==> src/rtl/vram_fill_engine_pkg.sv <==
// Shared GPU definitions for the VRAM fill engine: address/data widths,
// fill-mode encodings and fill FSM state encodings.
package vram_fill_engine_pkg;

    localparam int VRAM_ADDR_WIDTH = 12;
    localparam int VRAM_DATA_WIDTH = 8;

    typedef enum logic [1:0] {
        MODE_CONST     = 2'b00,
        MODE_INCR      = 2'b01,
        MODE_CHECKER   = 2'b10,
        MODE_CONST_ALT = 2'b11
    } fill_mode_e;

    typedef enum logic [1:0] {
        ST_IDLE  = 2'b00,
        ST_WRITE = 2'b01,
        ST_DONE  = 2'b10
    } fill_state_e;

endpackage

==> src/rtl/fill_pattern_gen.sv <==
// Combinational fill data generator: maps (mode, seed value, write offset)
// to the byte written at that offset.
module fill_pattern_gen
    import vram_fill_engine_pkg::*;
#(
    parameter int DATA_WIDTH = VRAM_DATA_WIDTH
) (
    input  fill_mode_e            mode,
    input  logic [DATA_WIDTH-1:0] value,
    input  logic [DATA_WIDTH-1:0] offset,
    output logic [DATA_WIDTH-1:0] data
);

    // NOTE: data gets a default before the case so no path leaves it unassigned (no latch).
    always_comb begin
        data = value;
        case (mode)
            MODE_INCR:    data = value + offset;
            MODE_CHECKER: data = offset[0] ? ~value : value;
            default:      data = value;
        endcase
    end

endmodule

==> src/rtl/vram_fill_engine.sv <==
// VRAM fill engine: writes a CONST/INCR/CHECKER pattern over a wrapping address range.
// Define VRAM_FILL_VBLANK_GATE_EN to permit writes only while in_vblank is high.
module vram_fill_engine
    import vram_fill_engine_pkg::*;
#(
    parameter int ADDR_WIDTH = VRAM_ADDR_WIDTH,
    parameter int DATA_WIDTH = VRAM_DATA_WIDTH
) (
    input  logic                  clk_12_5875,
    input  logic                  rst,
    input  logic                  cmd_valid,
    output logic                  cmd_ready,
    input  logic [1:0]            cmd_mode,
    input  logic [ADDR_WIDTH-1:0] cmd_base,
    input  logic [ADDR_WIDTH:0]   cmd_len,
    input  logic [DATA_WIDTH-1:0] cmd_value,
    input  logic                  in_vblank,
    output logic [DATA_WIDTH-1:0] data,
    output logic [ADDR_WIDTH-1:0] address,
    output logic                  write_enable,
    output logic                  busy,
    output logic                  done
);

    localparam logic [ADDR_WIDTH:0] OFFSET_ONE = {{ADDR_WIDTH{1'b0}}, 1'b1};

    fill_state_e           state_q, state_d;
    fill_mode_e            mode_q;
    logic [ADDR_WIDTH-1:0] base_q;
    logic [ADDR_WIDTH:0]   len_q;
    logic [DATA_WIDTH-1:0] value_q;
    logic [ADDR_WIDTH:0]   offset_q, offset_d, offset_next;
    logic [ADDR_WIDTH-1:0] addr_hold_q;
    logic [DATA_WIDTH-1:0] data_hold_q;
    logic                  ready_en_q;
    logic                  write_permit;
    logic                  accept;
    logic [ADDR_WIDTH-1:0] wr_addr;
    logic [DATA_WIDTH-1:0] wr_data;

`ifdef VRAM_FILL_VBLANK_GATE_EN
    assign write_permit = in_vblank;
`else
    // in_vblank has no influence when the gate is not built in.
    assign write_permit = 1'b1 | in_vblank;
`endif

    // ready_en_q keeps cmd_ready low until the first edge after reset releases.
    assign cmd_ready    = (state_q == ST_IDLE) && ready_en_q;
    assign accept       = cmd_valid && cmd_ready;
    assign busy         = (state_q != ST_IDLE);
    assign done         = (state_q == ST_DONE);
    assign write_enable = (state_q == ST_WRITE) && write_permit;
    assign offset_next  = offset_q + OFFSET_ONE;
    assign wr_addr      = base_q + offset_q[ADDR_WIDTH-1:0];

    fill_pattern_gen #(.DATA_WIDTH(DATA_WIDTH)) u_pattern_gen (
        .mode   (mode_q),
        .value  (value_q),
        .offset (DATA_WIDTH'(offset_q)),
        .data   (wr_data)
    );

    // The write port shows the live write when enabled, else the last write issued.
    assign address = write_enable ? wr_addr : addr_hold_q;
    assign data    = write_enable ? wr_data : data_hold_q;

    always_comb begin
        state_d  = state_q;
        offset_d = offset_q;
        case (state_q)
            ST_IDLE: begin
                if (accept) begin
                    offset_d = '0;
                    state_d  = (cmd_len == '0) ? ST_DONE : ST_WRITE;
                end
            end
            ST_WRITE: begin
                if (write_enable) begin
                    offset_d = offset_next;
                    if (offset_next == len_q) state_d = ST_DONE;
                end
            end
            ST_DONE: state_d = ST_IDLE;
            default: state_d = ST_IDLE;
        endcase
    end

    // NOTE: state registers use non-blocking assignments so every flop samples pre-edge values.
    always_ff @(posedge clk_12_5875 or posedge rst) begin
        if (rst) begin
            state_q     <= ST_IDLE;
            offset_q    <= '0;
            ready_en_q  <= 1'b0;
            mode_q      <= MODE_CONST;
            base_q      <= '0;
            len_q       <= '0;
            value_q     <= '0;
            addr_hold_q <= '0;
            data_hold_q <= '0;
        end else begin
            state_q    <= state_d;
            offset_q   <= offset_d;
            ready_en_q <= 1'b1;
            if (accept) begin
                mode_q  <= fill_mode_e'(cmd_mode);
                base_q  <= cmd_base;
                len_q   <= cmd_len;
                value_q <= cmd_value;
            end
            if (write_enable) begin
                addr_hold_q <= wr_addr;
                data_hold_q <= wr_data;
            end
        end
    end

endmodule

==> config.mk <==
export PLATFORM = sky130hd
export DESIGN_NAME = vram_fill_engine
export DESIGN_NICKNAME = d
export VERILOG_FILES = /design/src/rtl/vram_fill_engine_pkg.sv /design/src/rtl/fill_pattern_gen.sv /design/src/rtl/vram_fill_engine.sv
export SDC_FILE = /design/constraint.sdc
export NUM_CORES = 1
export LEC_CHECK = 0
export ABC_AREA = 1
export ABC_CLOCK_PERIOD_IN_PS = 2200
export CAP_MARGIN = 20
export CORE_MARGIN = 5
export CORE_UTILIZATION = 31
export CTS_BUF_LIST = sky130_fd_sc_hd__clkbuf_4 sky130_fd_sc_hd__clkbuf_8 sky130_fd_sc_hd__clkbuf_16
export DETAILED_ROUTE_END_ITERATION = 10
export PLACE_DENSITY_LB_ADDON = 0.12
export REMOVE_ABC_BUFFERS = 1
export SETUP_SLACK_MARGIN = 0.2
export SLEW_MARGIN = 20
export SYNTH_ARGS = -nofsm -noshare
export SYNTH_HDL_FRONTEND = slang
export SYNTH_SLANG_ARGS = --single-unit
==> constraint.sdc <==
create_clock -name clk_12_5875 -period 2.2 [get_ports clk_12_5875]
set_input_delay 0.55 -clock clk_12_5875 [delete_from_list [all_inputs] [get_ports clk_12_5875]]
set_output_delay 0.55 -clock clk_12_5875 [all_outputs]
set_load 0.02 [all_outputs]
Yosys cells after proc, flatten, opt, wreduce, memory -nomap -nowiden
Cells that the tools add are included.
{"block": "totals", "register_bits": 71, "latch_bits": 0, "ramBits": 0, "romBits": 0, "inputBits": 39, "out_inout_bits": 24, "elab_cells": 38, "n_memories": 0}
{"block": "op_classes", "n_addsub": 3, "multipliers": 0, "div_mod_pow": 0, "magnitude_cmp": 0, "eq_ne": 7, "shift": 0, "muxes": 10, "bitwise": 1, "reduce_logical": 8}
{"operator": "case mux 13 bit (2 select lines)", "count": 1}
{"operator": "2-to-1 mux 8 bit", "count": 2}
{"operator": "case mux 8 bit (2 select lines)", "count": 1}
{"operator": "adder 13 x 1 -> 13 bit (second input constant)", "count": 1}
{"operator": "equality test 13 bit", "count": 1}
{"operator": "logical NOT 13 bit", "count": 1}
{"operator": "2-to-1 mux 13 bit", "count": 1}
{"operator": "adder 12 bit", "count": 1}
{"operator": "2-to-1 mux 12 bit", "count": 1}
{"operator": "adder 8 bit", "count": 1}
{"operator": "NOT 8 bit", "count": 1}
{"operator": "2-to-1 mux 2 bit", "count": 3}
{"operator": "equality test 2 x 1 -> 1 bit (second input constant)", "count": 2}
{"operator": "equality test 2 bit (second input constant)", "count": 2}
{"operator": "case mux 2 bit (2 select lines)", "count": 1}
{"operator": "AND reduction 2 bit", "count": 2}
{"operator": "nonzero test 2 bit", "count": 2}
{"operator": "logical AND 1 bit", "count": 2}
{"operator": "logical NOT 2 bit", "count": 1}
{"operator": "inequality test 2 x 1 -> 1 bit (second input constant)", "count": 1}
{"operator": "inequality test 2 bit (second input constant)", "count": 1}

Logic depth before layout (Yosys ltp)
{"block": "logic_depth", "depth_word": 5, "depth_mapped": 14, "depth_no_buf": 14}

By module
A second synthesis with hierarchy kept.
{"block": "unflattened", "cells_unflattened": 592, "hier_area_um2": 4292.9}
{"mod": "vram_fill_engine", "instances": 1, "cells_per_inst": 485, "area_each_um2": 3702.3, "seq_area_each_um2": 1776.7}
{"mod": "fill_pattern_gen", "instances": 1, "cells_per_inst": 107, "area_each_um2": 590.6, "seq_area_each_um2": 0.0}

Least setup slack after synthesis
No wires, ideal clock.
{"block": "synth_timing", "path_type": "register to output", "start": "register offset_q[2]", "end": "output address[7]", "arrival_time_ns": 2.005, "t_required_ns": 1.650, "slack_ns": -0.355, "path_stages_with_launch": 8, "path_buffers": 0, "cell_sequence": "dfrtp_1 > ha_1 > a21oi_1 > nand2_1 > a21boi_0 > o21ai_0 > xnor2_1 > o21ai_0"}
{"block": "synth_via", "elab_chain_len": 2}
{"element": "start: declaration", "line": "vram_fill_engine.sv:32", "rtl": "logic [ADDR_WIDTH:0] offset_q, offset_d, offset_next;"}
{"element": "start signal: assignment", "line": "vram_fill_engine.sv:103", "rtl": "offset_q <= offset_d;"}
{"element": "adder 12 bit", "line": "vram_fill_engine.sv:55", "rtl": "assign wr_addr = base_q + offset_q[ADDR_WIDTH-1:0];"}
{"element": "2-to-1 mux 12 bit"}
{"element": "end: declaration", "line": "vram_fill_engine.sv:19", "rtl": "output logic [ADDR_WIDTH-1:0] address,"}
No other way between the ends.

Final worst setup path
{"block": "layout_timing", "start": "register offset_q[0]", "end": "output address[8]"}
Same word-level chain as after synthesis.

==> out/metrics.yaml <==
worstSetupEndpointType: "output pin"
dr.pass1.iters: 4
num_rows: 42
grt_use_total_pct: 15.9
status: "finished, violations left"
clkTransAtPathRegs_ps: 50
fin_nets: 748
ioPinCount: 63
cp.required_ps: 1650
wl_um: 12200
maxCapViolCount: 0
postCtsHoldBufs: 0
p_per_area_nw_per_um2: 1780
syn_area_um2: 4180
finalClockSkew_ps: 4.90
synth.distinct_cells: 35
fin_ws_ps: -663
die_h_um: 126
gr-total-overflow: 0
drt_iter0_drc: 167
crit_type: "reg -> out"
grt_pass1_wl_um: 20300
cts_made_buffers: 9
leakagePower_nw: 3.09
antenna_found_initial: 0
drc: 0
violations: "negative setup slack"
hold_path_class: "reg -> reg"
grt_max_degree: 72
ant_nets: 0
synth.avg_cell_area_um2: 8.05
ir_drop_v: 0.000599
rsz0062_at_grt: "true"
grt_pass1_vias: 4203
vias: 4037
yosys_warnings: 0
fp.dieW_um: 126
cp_max_fo: 3
areaGrowthSynthToFinish_pct: 62.0
fin_hold_ws_ps: 482
hpwlAfterDp_um: 8540
clock-root-buffer: "clkbuf_16"
period_needed_ps: 2860
hold_viol: 0
fin_crit_sh_pct: 130
fmax_mhz: 349
critPathLaunchType: "flip-flop"
ys_seq_elements: 71
dieArea_um2: 15900
slew_viol_final: 0
cts_tree: "yes"
layout-drive-gt1-share_pct: 40.3
clk_latency_ps: 340
final_cells: 865
fillerInstances: 1271
wire_per_inst_um: 14.1
setup_viol: 21
io_buffer_count: 61
start_util_pct: 31.5
coreArea_um2: 13200
clk_path_buf_depth: 2
crit_arrival_ps: 2310
dp_cells: 821
htreeDepth: 3
synth-seq-area-share_pct: 42.5
place_congestion: 0.839
num_antenna_cells: 0
clock-sinks: 71
via_per_inst: 4.67
synth_cells: 519
[synthesized netlist by cell type]
| master | instances | area, um^2 |
|---|---|---|
| a211oi_1 | 1 | 7.51 |
| a21boi_0 | 1 | 7.51 |
| a21o_1 | 1 | 7.51 |
| a21oi_1 | 30 | 150 |
| a22oi_1 | 1 | 7.51 |
| a31o_2 | 1 | 8.76 |
| a31oi_1 | 5 | 31.3 |
| buf_2 | 6 | 30.0 |
| buf_4 | 2 | 15.0 |
| clkbuf_1 | 8 | 30.0 |
| clkinv_1 | 1 | 3.75 |
| conb_1 | 1 | 3.75 |
| dfrtp_1 | 71 | 1780 |
| fa_1 | 2 | 40.0 |
| ha_1 | 21 | 263 |
| inv_1 | 47 | 176 |
| inv_2 | 2 | 7.51 |
| mux2_2 | 22 | 248 |
| nand2_1 | 129 | 484 |
| nand2_2 | 2 | 12.5 |
| nand3_1 | 32 | 160 |
| nand3b_1 | 3 | 22.5 |
| nand4_1 | 6 | 37.5 |
| nor2_1 | 48 | 180 |
| nor2_2 | 6 | 37.5 |
| nor2_4 | 1 | 11.3 |
| nor3_1 | 2 | 10.0 |
| nor4_1 | 3 | 18.8 |
| o211ai_1 | 3 | 22.5 |
| o21ai_0 | 33 | 165 |
| o21ai_1 | 3 | 15.0 |
| o22ai_1 | 10 | 62.6 |
| or2_2 | 3 | 18.8 |
| xnor2_1 | 6 | 52.6 |
| xor2_1 | 6 | 52.6 |
[layout make-up]
| class | instances | area [um^2] | area share (%) |
|---|---|---|---|
| Inverter | 50 | 195 | 2.88 |
| Sequential cell | 71 | 1780 | 26.3 |
| Multi-Input combinational cell | 382 | 2700 | 39.9 |
| Clock buffer | 13 | 262 | 3.86 |
| Tap cell | 176 | 220 | 3.25 |
| Clock inverter | 1 | 30.0 | 0.444 |
| Timing Repair Buffer | 172 | 1580 | 23.3 |
[metal layers]
| metal | track usage [%] | vias up | part of all wire, % | wire length, um |
|---|---|---|---|---|
| met5 | 0 | - | 0 | 0 |
| met4 | 5.99 | 0 | 1.7 | 204 |
| met3 | 2.96 | 15 | 3.0 | 364 |
| met2 | 25.4 | 69 | 46 | 5570 |
| met1 | 21.3 | 1881 | 50 | 6030 |
| li1 | - | 2072 | - | - |
[cell families (layout without fill, tap and decap cells)]
group	count (synthesis)	in the layout	share of synthesized area, %
buffers and inverters	66	236	6.29
DFF	71	71	42.5
adders and majority gates	23	23	7.25
and+or+nand+nor	235	235	23.8
xor gates and xnor gates	12	12	2.52
muxes	22	22	5.93
other	1	1	0.0898
AOI/OAI and AO/OA	89	89	11.6
[cells in the final DEF (no fill, tap or decap), types with 18 or more instances in the layout]
cell,synthesis,layout
mux2_2,22,22
ha_4,0,18
nand2_1,129,109
a21oi_1,30,21
buf_4,2,94
buf_6,0,31
dfrtp_1,71,67
nand2_2,2,18
clkdlybuf4s50_1,0,37
nand3_1,32,26
nor2_1,48,43
inv_1,47,39
[flip-flops by register name, indices dropped and copies added (netlist names)]
register and count:
value_q 8, mode_q 2, addr_hold_q 12, base_q 12
state_q 2, data_hold_q 8, ready_en_q 1, offset_q 13
len_q 13
[where the power goes]
part	switching (mW)	total (mW)	internal, mW
clock network	0.536	1.47	0.934
registers	0.468	2.40	1.93
logic	3.95	8.18	4.24
[worst max-delay path, stage by stage (launching register included)]
cell and delay, ps:
dfrtp_1 430, buf_4 170, ha_4 160, fa_2 400, a21oi_4 180, o21ai_2 80, or2_4 230, a31oi_4 170
buf_6 140
[final timing paths]
kind,start,end,slack (ps),cells after the start
max in group asynchronous,rst,offset_q[8],1240,3
min,addr_hold_q[1],addr_hold_q[1],480,2
max,offset_q[0],address[8],-660,8
min reg2reg,addr_hold_q[1],addr_hold_q[1],480,2
min in group asynchronous,rst,addr_hold_q[7],600,3
max reg2reg,offset_q[0],state_q[1],-50,17
[stage by stage]
step                worst slack [ps]  setup TNS [ps]  utilization, %  instance area (um^2)  power, mW
finish                          -663           -8550            51.1                  6770       12.1
global route                    -788          -10770            51.1                  6770       13.0
CTS                             -633           -7400            48.3                  6390       11.1
detailed placement              -896          -11760            42.2                  5590       8.46
global placement                -871          -11270            42.2                  5590       8.38
floorplan                      -1010          -43960               -                  4100       5.49
[repair_timing]
item,4_1_cts,5_1_grt
cloned,0,0
gates resized for setup,221,67
setup buffers,17,13
setup endpoints to repair,27,25
pin swaps,34,36
(Power assumes the default switching activity.)
